File: src/rtl/rtc_pkg.sv
// rtc_pkg: shared definitions for the RTC date/time register sequencer.
//   state_t        - sequencer FSM states
//   RTC_BASE_ADDR  - bus address of the first date/time register (seconds)
//   IDX_*          - holding-register indices (seg, min, hora, dia, mes, anio)
//   NREG           - number of date/time registers sequenced
//   reg_addr()     - bus address of the register at a given index
package rtc_pkg;

  typedef enum logic [2:0] {
    ST_IDLE,
    ST_ISSUE,
    ST_WAIT_ACK,
    ST_LOAD,
    ST_DONE,
    ST_ERR
  } state_t;

  localparam logic [7:0] RTC_BASE_ADDR = 8'h21;

  localparam logic [2:0] IDX_SEG  = 3'd0;
  localparam logic [2:0] IDX_MIN  = 3'd1;
  localparam logic [2:0] IDX_HORA = 3'd2;
  localparam logic [2:0] IDX_DIA  = 3'd3;
  localparam logic [2:0] IDX_MES  = 3'd4;
  localparam logic [2:0] IDX_ANIO = 3'd5;

  localparam int NREG = 6;

  function automatic logic [7:0] reg_addr(input logic [2:0] idx);
    return RTC_BASE_ADDR + {5'd0, idx};
  endfunction

endpackage

File: src/rtl/rtc_seq_ctrl_if.sv
// rtc_seq_ctrl_if: request/acknowledge bus between the sequencer and the
// RTC bus interface.
//   bus_req   - access request (master -> slave)
//   bus_wr    - 1 = write, 0 = read (master -> slave)
//   bus_addr  - RTC register address (master -> slave)
//   bus_wdata - write data (master -> slave)
//   bus_ack   - access complete (slave -> master)
//   bus_rdata - read data, valid with bus_ack on reads (slave -> master)
interface rtc_seq_ctrl_if;

  logic       bus_req;
  logic       bus_wr;
  logic [7:0] bus_addr;
  logic [7:0] bus_wdata;
  logic       bus_ack;
  logic [7:0] bus_rdata;

  modport master (
    output bus_req, bus_wr, bus_addr, bus_wdata,
    input  bus_ack, bus_rdata
  );

  modport slave (
    input  bus_req, bus_wr, bus_addr, bus_wdata,
    output bus_ack, bus_rdata
  );

endinterface

File: src/rtl/rtc_ack_timer.sv
// rtc_ack_timer: 8-bit acknowledge timeout counter.
//   clk, reset - clock and synchronous active-high reset
//   load       - clear the count (asserted the cycle before waiting starts)
//   count_en   - advance the count (asserted every waiting cycle)
//   expire     - this waiting cycle is the last one allowed
module rtc_ack_timer #(
  parameter int TIMEOUT = 255
) (
  input  logic clk,
  input  logic reset,
  input  logic load,
  input  logic count_en,
  output logic expire
);

  logic [7:0] cnt_q;

  always_ff @(posedge clk) begin
    if (reset) begin
      cnt_q <= '0;
    end else if (load) begin
      cnt_q <= '0;
    end else if (count_en) begin
      cnt_q <= cnt_q + 8'd1;
    end
  end

  // The count holds the number of waiting cycles already spent; flagging at
  // TIMEOUT-1 means the count reaches TIMEOUT on the edge that leaves the
  // wait, i.e. exactly TIMEOUT waiting cycles are granted.
  assign expire = count_en && !load && (cnt_q == 8'(TIMEOUT - 1));

endmodule

File: src/rtl/rtc_seq_ctrl.sv
// rtc_seq_ctrl: sequences reads or writes of the NREG RTC date/time
// registers over a request/acknowledge bus.
//   clk, reset - clock and synchronous active-high reset
//   start_rd   - pulse: read all RTC registers into the holding registers
//   start_wr   - pulse: write all holding registers to the RTC (wins over start_rd)
//   reg_q      - holding-register value selected by sel
//   bus        - master side of rtc_seq_ctrl_if (req/wr/addr/wdata, ack/rdata)
//   sel        - index of the register being handled
//   en_reg     - one-hot holding-register load enable (LOAD cycle only)
//   dato_out   - data for the holding registers, valid with en_reg
//   busy       - sequence in progress
//   done, err  - one-cycle completion / timeout pulses
module rtc_seq_ctrl #(
  parameter int TIMEOUT = 255,
  parameter int NREG    = rtc_pkg::NREG
) (
  input  logic              clk,
  input  logic              reset,
  input  logic              start_rd,
  input  logic              start_wr,
  input  logic [7:0]        reg_q,
  rtc_seq_ctrl_if.master    bus,
  output logic [2:0]        sel,
  output logic [NREG-1:0]   en_reg,
  output logic [7:0]        dato_out,
  output logic              busy,
  output logic              done,
  output logic              err
);

  import rtc_pkg::*;

  state_t     state_q, state_d;
  logic [2:0] idx_q, idx_d;
  logic       wr_q, wr_d;
  logic [7:0] wdata_q;
  logic [7:0] rdata_q;

  logic       tmr_load;
  logic       tmr_en;
  logic       tmr_expire;

  logic       last_idx;
  state_t     state_adv;
  logic [2:0] idx_adv;

  assign last_idx  = (idx_q == 3'(NREG - 1));
  assign state_adv = last_idx ? ST_DONE : ST_ISSUE;
  assign idx_adv   = last_idx ? idx_q : idx_q + 3'd1;

  rtc_ack_timer #(
    .TIMEOUT (TIMEOUT)
  ) u_ack_timer (
    .clk      (clk),
    .reset    (reset),
    .load     (tmr_load),
    .count_en (tmr_en),
    .expire   (tmr_expire)
  );

  // Control state
  always_ff @(posedge clk) begin
    if (reset) begin
      state_q <= ST_IDLE;
      idx_q   <= '0;
      wr_q    <= 1'b0;
    end else begin
      state_q <= state_d;
      idx_q   <= idx_d;
      wr_q    <= wr_d;
    end
  end

  // Data captures: write byte is frozen at issue so a changing reg_q cannot
  // disturb an access in flight; read byte is taken with the acknowledge.
  always_ff @(posedge clk) begin
    if (state_q == ST_ISSUE) begin
      wdata_q <= reg_q;
    end
    if (state_q == ST_WAIT_ACK && bus.bus_ack && !wr_q) begin
      rdata_q <= bus.bus_rdata;
    end
  end

  // Next state
  always_comb begin
    state_d  = state_q;
    idx_d    = idx_q;
    wr_d     = wr_q;
    tmr_load = 1'b0;
    tmr_en   = 1'b0;
    case (state_q)
      ST_IDLE: begin
        if (start_wr) begin
          state_d = ST_ISSUE;
          idx_d   = '0;
          wr_d    = 1'b1;
        end else if (start_rd) begin
          state_d = ST_ISSUE;
          idx_d   = '0;
          wr_d    = 1'b0;
        end
      end
      ST_ISSUE: begin
        state_d  = ST_WAIT_ACK;
        tmr_load = 1'b1;
      end
      ST_WAIT_ACK: begin
        tmr_en = 1'b1;
        // An acknowledge on the last allowed cycle still completes the access.
        if (bus.bus_ack) begin
          if (wr_q) begin
            state_d = state_adv;
            idx_d   = idx_adv;
          end else begin
            state_d = ST_LOAD;
          end
        end else if (tmr_expire) begin
          state_d = ST_ERR;
        end
      end
      ST_LOAD: begin
        state_d = state_adv;
        idx_d   = idx_adv;
      end
      ST_DONE: state_d = ST_IDLE;
      ST_ERR:  state_d = ST_IDLE;
      default: state_d = ST_IDLE;
    endcase
  end

  // Outputs: everything is decoded from the state so that reset, which
  // forces IDLE, returns every output to zero on the following cycle.
  always_comb begin
    bus.bus_req   = 1'b0;
    bus.bus_wr    = 1'b0;
    bus.bus_addr  = '0;
    bus.bus_wdata = '0;
    sel           = '0;
    en_reg        = '0;
    dato_out      = '0;
    busy          = (state_q != ST_IDLE);
    done          = 1'b0;
    err           = 1'b0;
    case (state_q)
      ST_ISSUE: begin
        bus.bus_req   = 1'b1;
        bus.bus_wr    = wr_q;
        bus.bus_addr  = reg_addr(idx_q);
        bus.bus_wdata = wr_q ? reg_q : 8'd0;
        sel           = idx_q;
      end
      ST_WAIT_ACK: begin
        bus.bus_req   = 1'b1;
        bus.bus_wr    = wr_q;
        bus.bus_addr  = reg_addr(idx_q);
        bus.bus_wdata = wr_q ? wdata_q : 8'd0;
        sel           = idx_q;
      end
      ST_LOAD: begin
        sel      = idx_q;
        en_reg   = NREG'(1) << idx_q;
        dato_out = rdata_q;
      end
      ST_DONE: begin
        sel  = idx_q;
        done = 1'b1;
      end
      ST_ERR: begin
        sel = idx_q;
        err = 1'b1;
      end
      default: ;
    endcase
  end

endmodule

File: src/flat_wrapper.sv
// flat-port wrapper written by rule: the top's interface ports become plain ports
module rtc_seq_ctrl_flat import rtc_pkg::*;
#(
  parameter int TIMEOUT = 255,
  parameter int NREG    = rtc_pkg::NREG
)
  (clk, reset, start_rd, start_wr, reg_q, sel, en_reg, dato_out, busy, done, err, bus_bus_req, bus_bus_wr, bus_bus_addr, bus_bus_wdata, bus_bus_ack, bus_bus_rdata);
  rtc_seq_ctrl_if bus_i ();
  input  logic clk;
  input  logic reset;
  input  logic start_rd;
  input  logic start_wr;
  input  logic [7:0] reg_q;
  output logic [2:0] sel;
  output logic [NREG-1:0] en_reg;
  output logic [7:0] dato_out;
  output logic busy;
  output logic done;
  output logic err;
  output wire logic [$bits(bus_i.bus_req)-1:0] bus_bus_req;
  output wire logic [$bits(bus_i.bus_wr)-1:0] bus_bus_wr;
  output wire logic [$bits(bus_i.bus_addr)-1:0] bus_bus_addr;
  output wire logic [$bits(bus_i.bus_wdata)-1:0] bus_bus_wdata;
  input wire logic [$bits(bus_i.bus_ack)-1:0] bus_bus_ack;
  input wire logic [$bits(bus_i.bus_rdata)-1:0] bus_bus_rdata;
  assign bus_bus_req = bus_i.bus_req;
  assign bus_bus_wr = bus_i.bus_wr;
  assign bus_bus_addr = bus_i.bus_addr;
  assign bus_bus_wdata = bus_i.bus_wdata;
  assign bus_i.bus_ack = bus_bus_ack;
  assign bus_i.bus_rdata = bus_bus_rdata;
  rtc_seq_ctrl #(.TIMEOUT(TIMEOUT), .NREG(NREG)) u_core (.clk(clk), .reset(reset), .start_rd(start_rd), .start_wr(start_wr), .reg_q(reg_q), .bus(bus_i), .sel(sel), .en_reg(en_reg), .dato_out(dato_out), .busy(busy), .done(done), .err(err));
endmodule
File: config.mk
export PLATFORM = sky130hd
export DESIGN_NAME = rtc_seq_ctrl_flat
export DESIGN_NICKNAME = d
export VERILOG_FILES = /design/src/rtl/rtc_pkg.sv /design/src/rtl/rtc_seq_ctrl_if.sv /design/src/rtl/rtc_ack_timer.sv /design/src/rtl/rtc_seq_ctrl.sv /design/src/flat_wrapper.sv
export SDC_FILE = /design/constraint.sdc
export NUM_CORES = 1
export LEC_CHECK = 0
export BUFFER_PORTS_ARGS = -buffer_cell sky130_fd_sc_hd__buf_2
export CORE_MARGIN = 2
export CORE_UTILIZATION = 25
export DETAILED_ROUTE_END_ITERATION = 12
export HOLD_SLACK_MARGIN = 0.1
export MAX_ROUTING_LAYER = met4
export PLACE_DENSITY = 0.53
export SLEW_MARGIN = 25
export SYNTH_ARGS = -nofsm -noshare
export SYNTH_HDL_FRONTEND = slang
export SYNTH_SLANG_ARGS = --single-unit
File: constraint.sdc
create_clock -name clk -period 3.4 [get_ports clk]
set_input_delay 0 -clock clk [delete_from_list [all_inputs] [get_ports clk]]
set_output_delay 0 -clock clk [all_outputs]
set_load 0.03 [all_outputs]
==> reports/metrics.cfg <==
[pwr]
power.density_mw_per_mm2 = 551
seq_power_share_pct = 39.0
ir_worst_vdd_mv = 0.159
p_leak_nw = 1.06
power_frac_clock_pct = 27.5
switchingPower_mw = 0.466
p_int_mw = 0.816
combPwrFrac_pct = 33.5
p_sw_share_pct = 36.3
totalPowerFinal_mw = 1.28

[worst_setup_path]
path_class = reg2out
cp-start-kind = flip-flop
r2r_slack_ns = 1.22
r2r_cells = 3
setup.worst_path.start = u_core.state_q[0]
rr_endpoint = u_core.wdata_q[6]
rr_startpoint = u_core.state_q[0]
required_ns = 3.40
endpoint_kind = output port
worst-path-max-fanout = 22
critPathArrivalTime_ns = 2.59

[die]
fp-row-count = 30
fp.dieH_um = 86.5
die_area_sq_mm = 0.00748
core_sq_mm = 0.00668
start_util_pct = 25.4
die_w_um = 86.5
pin_count = 59

[placement]
pre_cts_ws_ns = 1.11
port_buffers = 55
hpwl_mm = 2.90
dp.cells = 296
place.gp.congestion = 0.793

[synth]
synth-edff-count = 16
synthCells = 169
synth_area_sq_mm = 0.00170
netlist-cell-type-count = 45
synth_top_area_share_pct = 28.3
postSynth.asyncResetShare_pct = 0
yosys.area.top_type = edfxtp_1
netlist_top_cells_area = edfxtp_1 (28%), dfxtp_1 (18%), and3_1 (5.9%)
yosysSeqAreaShare_pct = 45.9
yosys_most_used_dff = edfxtp_1
yosys_warnings = 0
syn_area_per_cell_sq_um = 10.1
ys_seq_elements = 31

[detailed_routing]
wl_per_cell_um = 12.8
dr.first_iter.drc_count = 66
wl_mm = 4.12
drtAntennaViolNets = 0
via_per_inst = 4.61
firstDrtPassIters = 4
vias = 1488
remaining_drc_errors = 0

[global_routing]
grtUsageMet3_pct = 2.57
grt_pass1_vias = 1478
grtUsageTotal_pct = 11.7
grt_remaining_overflow = 0
use_met1_pct = 12.8
grt_max_degree = 23
global_route.usage.met2_pct = 19.5
busiest_layer = met2
grt_pass1_wl_mm = 6.69
antenna_found_initial = 0

[timing]
period_needed_ns = 2.59
max_slew.worst_pin.slew_ns = 0.719
rsz0062_at_grt = false
hold_viol_final = 0
finalWorstSetupSlack_ns = 0.806
fin_setup_tns_ns = 0
finalClockSkew_ns = 0.00875
fin_crit_sh_pct = 76.3
max_slew_margin_pct = 52.0
slew_violations = 0
setup_viol = 0
fmax_mhz = 386

[final_layout]
layout-drive-gt1-share_pct = 30.0
layoutNonFillerInstCount = 323
antenna_cells = 0
mostFrequentLayoutCell = buf_2
area_delta_synth_final_pct = 36.9
nets = 270
post-route-util_pct = 34.8
most-common-layout-cells = buf_2 (55), dlygate4sd3_1 (19), and3_1 (16), edfxtp_1 (16), dfxtp_1 (15)

[clock_network]
root_buffer = clkbuf_8
cts.repair.resized = 0
numCtsBuffers = 5
clkSinkCount = 31
cts_tree = built
clockBufferDepth = 2
clk_latency_ns = 0.29
h-tree-depth = 2
cts.clk_slew.worst_paths_ns = 0.07

[status]
status = finished clean

[worst_hold_path]
min_path_type = in2reg
hold-path-cell-count = 2
min_to = u_core.u_ack_timer.cnt_q[5]
hold_path.startpoint = reset

[job]
cap_violations = 0

## flip-flops by register name, summed over array words and instances, names as in the netlist
| signal | count |
|---|---|
| u_core.u_ack_timer.cnt_q | 8 |
| u_core.rdata_q | 8 |
| u_core.wdata_q | 8 |
| u_core.state_q | 3 |
| u_core.wr_q | 1 |
| u_core.idx_q | 3 |
## cells by family (layout without fill, tap and decap cells)
group	after synthesis	count (layout)	synth area share, %
xor+xnor	2	2	1.03
simple gates	75	75	26.9
flops	31	31	45.9
compound gates	26	26	11.8
mux	4	4	2.35
buf+inv	23	95	6.70
fa+ha+maj	7	7	5.15
other cells	1	3	0.221
## what timing repair did
action,CTS,global route
setup endpoints to repair,0,0
buffers inserted,0,0
hold buffers,19,0
hold endpoints to repair,18,0
## layout make-up
| type | instances | area, sq um |
|---|---|---|
| clock buffer | 5 | 68.8 |
| inverter | 10 | 37.5 |
| fill | 684 | 4350 |
| tap | 80 | 100 |
| sequential | 31 | 781 |
| timing repair buffer | 77 | 488 |
| clock inverter | 3 | 38.8 |
| multi-input combinational | 117 | 813 |
## critical path, stage by stage, from the launching register on
cell and delay [ns]:
dfxtp_1 0.72, or3b_2 0.56, inv_1 0.32, buf_4 0.27, a22oi_1 0.10, nor2b_1 0.12, buf_2 0.20
## Yosys cell counts (all sizes together) (3+ instances only)
master / n
and3: 16
a22oi: 8
dfxtp: 15
clkbuf: 6
nand3: 7
edfxtp: 16
nor2: 7
buf: 7
or3: 4
a211oi: 3
inv: 10
nor2b: 11
mux2i: 4
a21oi: 3
nand2: 6
ha: 7
nor3: 4
and2: 5
## stage by stage
step | instance area [sq um] | hold WS, ns
finish | 2330 | 0.104
detailed placement | 2030 | 0.178
floorplan | 1710 | 0.0989
global route | 2330 | 0.140
CTS | 2330 | 0.112
global placement | 2030 | 0.177
## worst max-delay path by stage
stage | to | slack, ns | depth (start not counted)
floorplan | bus_bus_addr[3] | 1.28 | 5
global placement | bus_bus_wdata[7] | 1.14 | 6
detailed placement | bus_bus_wdata[5] | 1.11 | 6
CTS | bus_bus_wdata[4] | 0.78 | 6
global route | bus_bus_wdata[7] | 0.55 | 6
finish | bus_bus_wdata[0] | 0.81 | 6
## per-layer routing
layer	vias to the layer above	wire length [um]
li1	753	-
met1	690	1790
met2	40	2060
met3	5	221
met4	0	52
met5	-	0
## power groups by stage
| stage | logic (mW) | clock network (mW) | registers, mW |
|---|---|---|---|
| 3_5_place_dp | 0.414 | 0 | 0.507 |
| 2_1_floorplan | 0.344 | 0 | 0.470 |
| 6_report | 0.430 | 0.353 | 0.499 |
| 3_3_place_gp | 0.411 | 0 | 0.508 |
| 5_1_grt | 0.474 | 0.377 | 0.510 |
| 4_1_cts | 0.434 | 0.365 | 0.501 |
(Power assumes the default switching activity.)
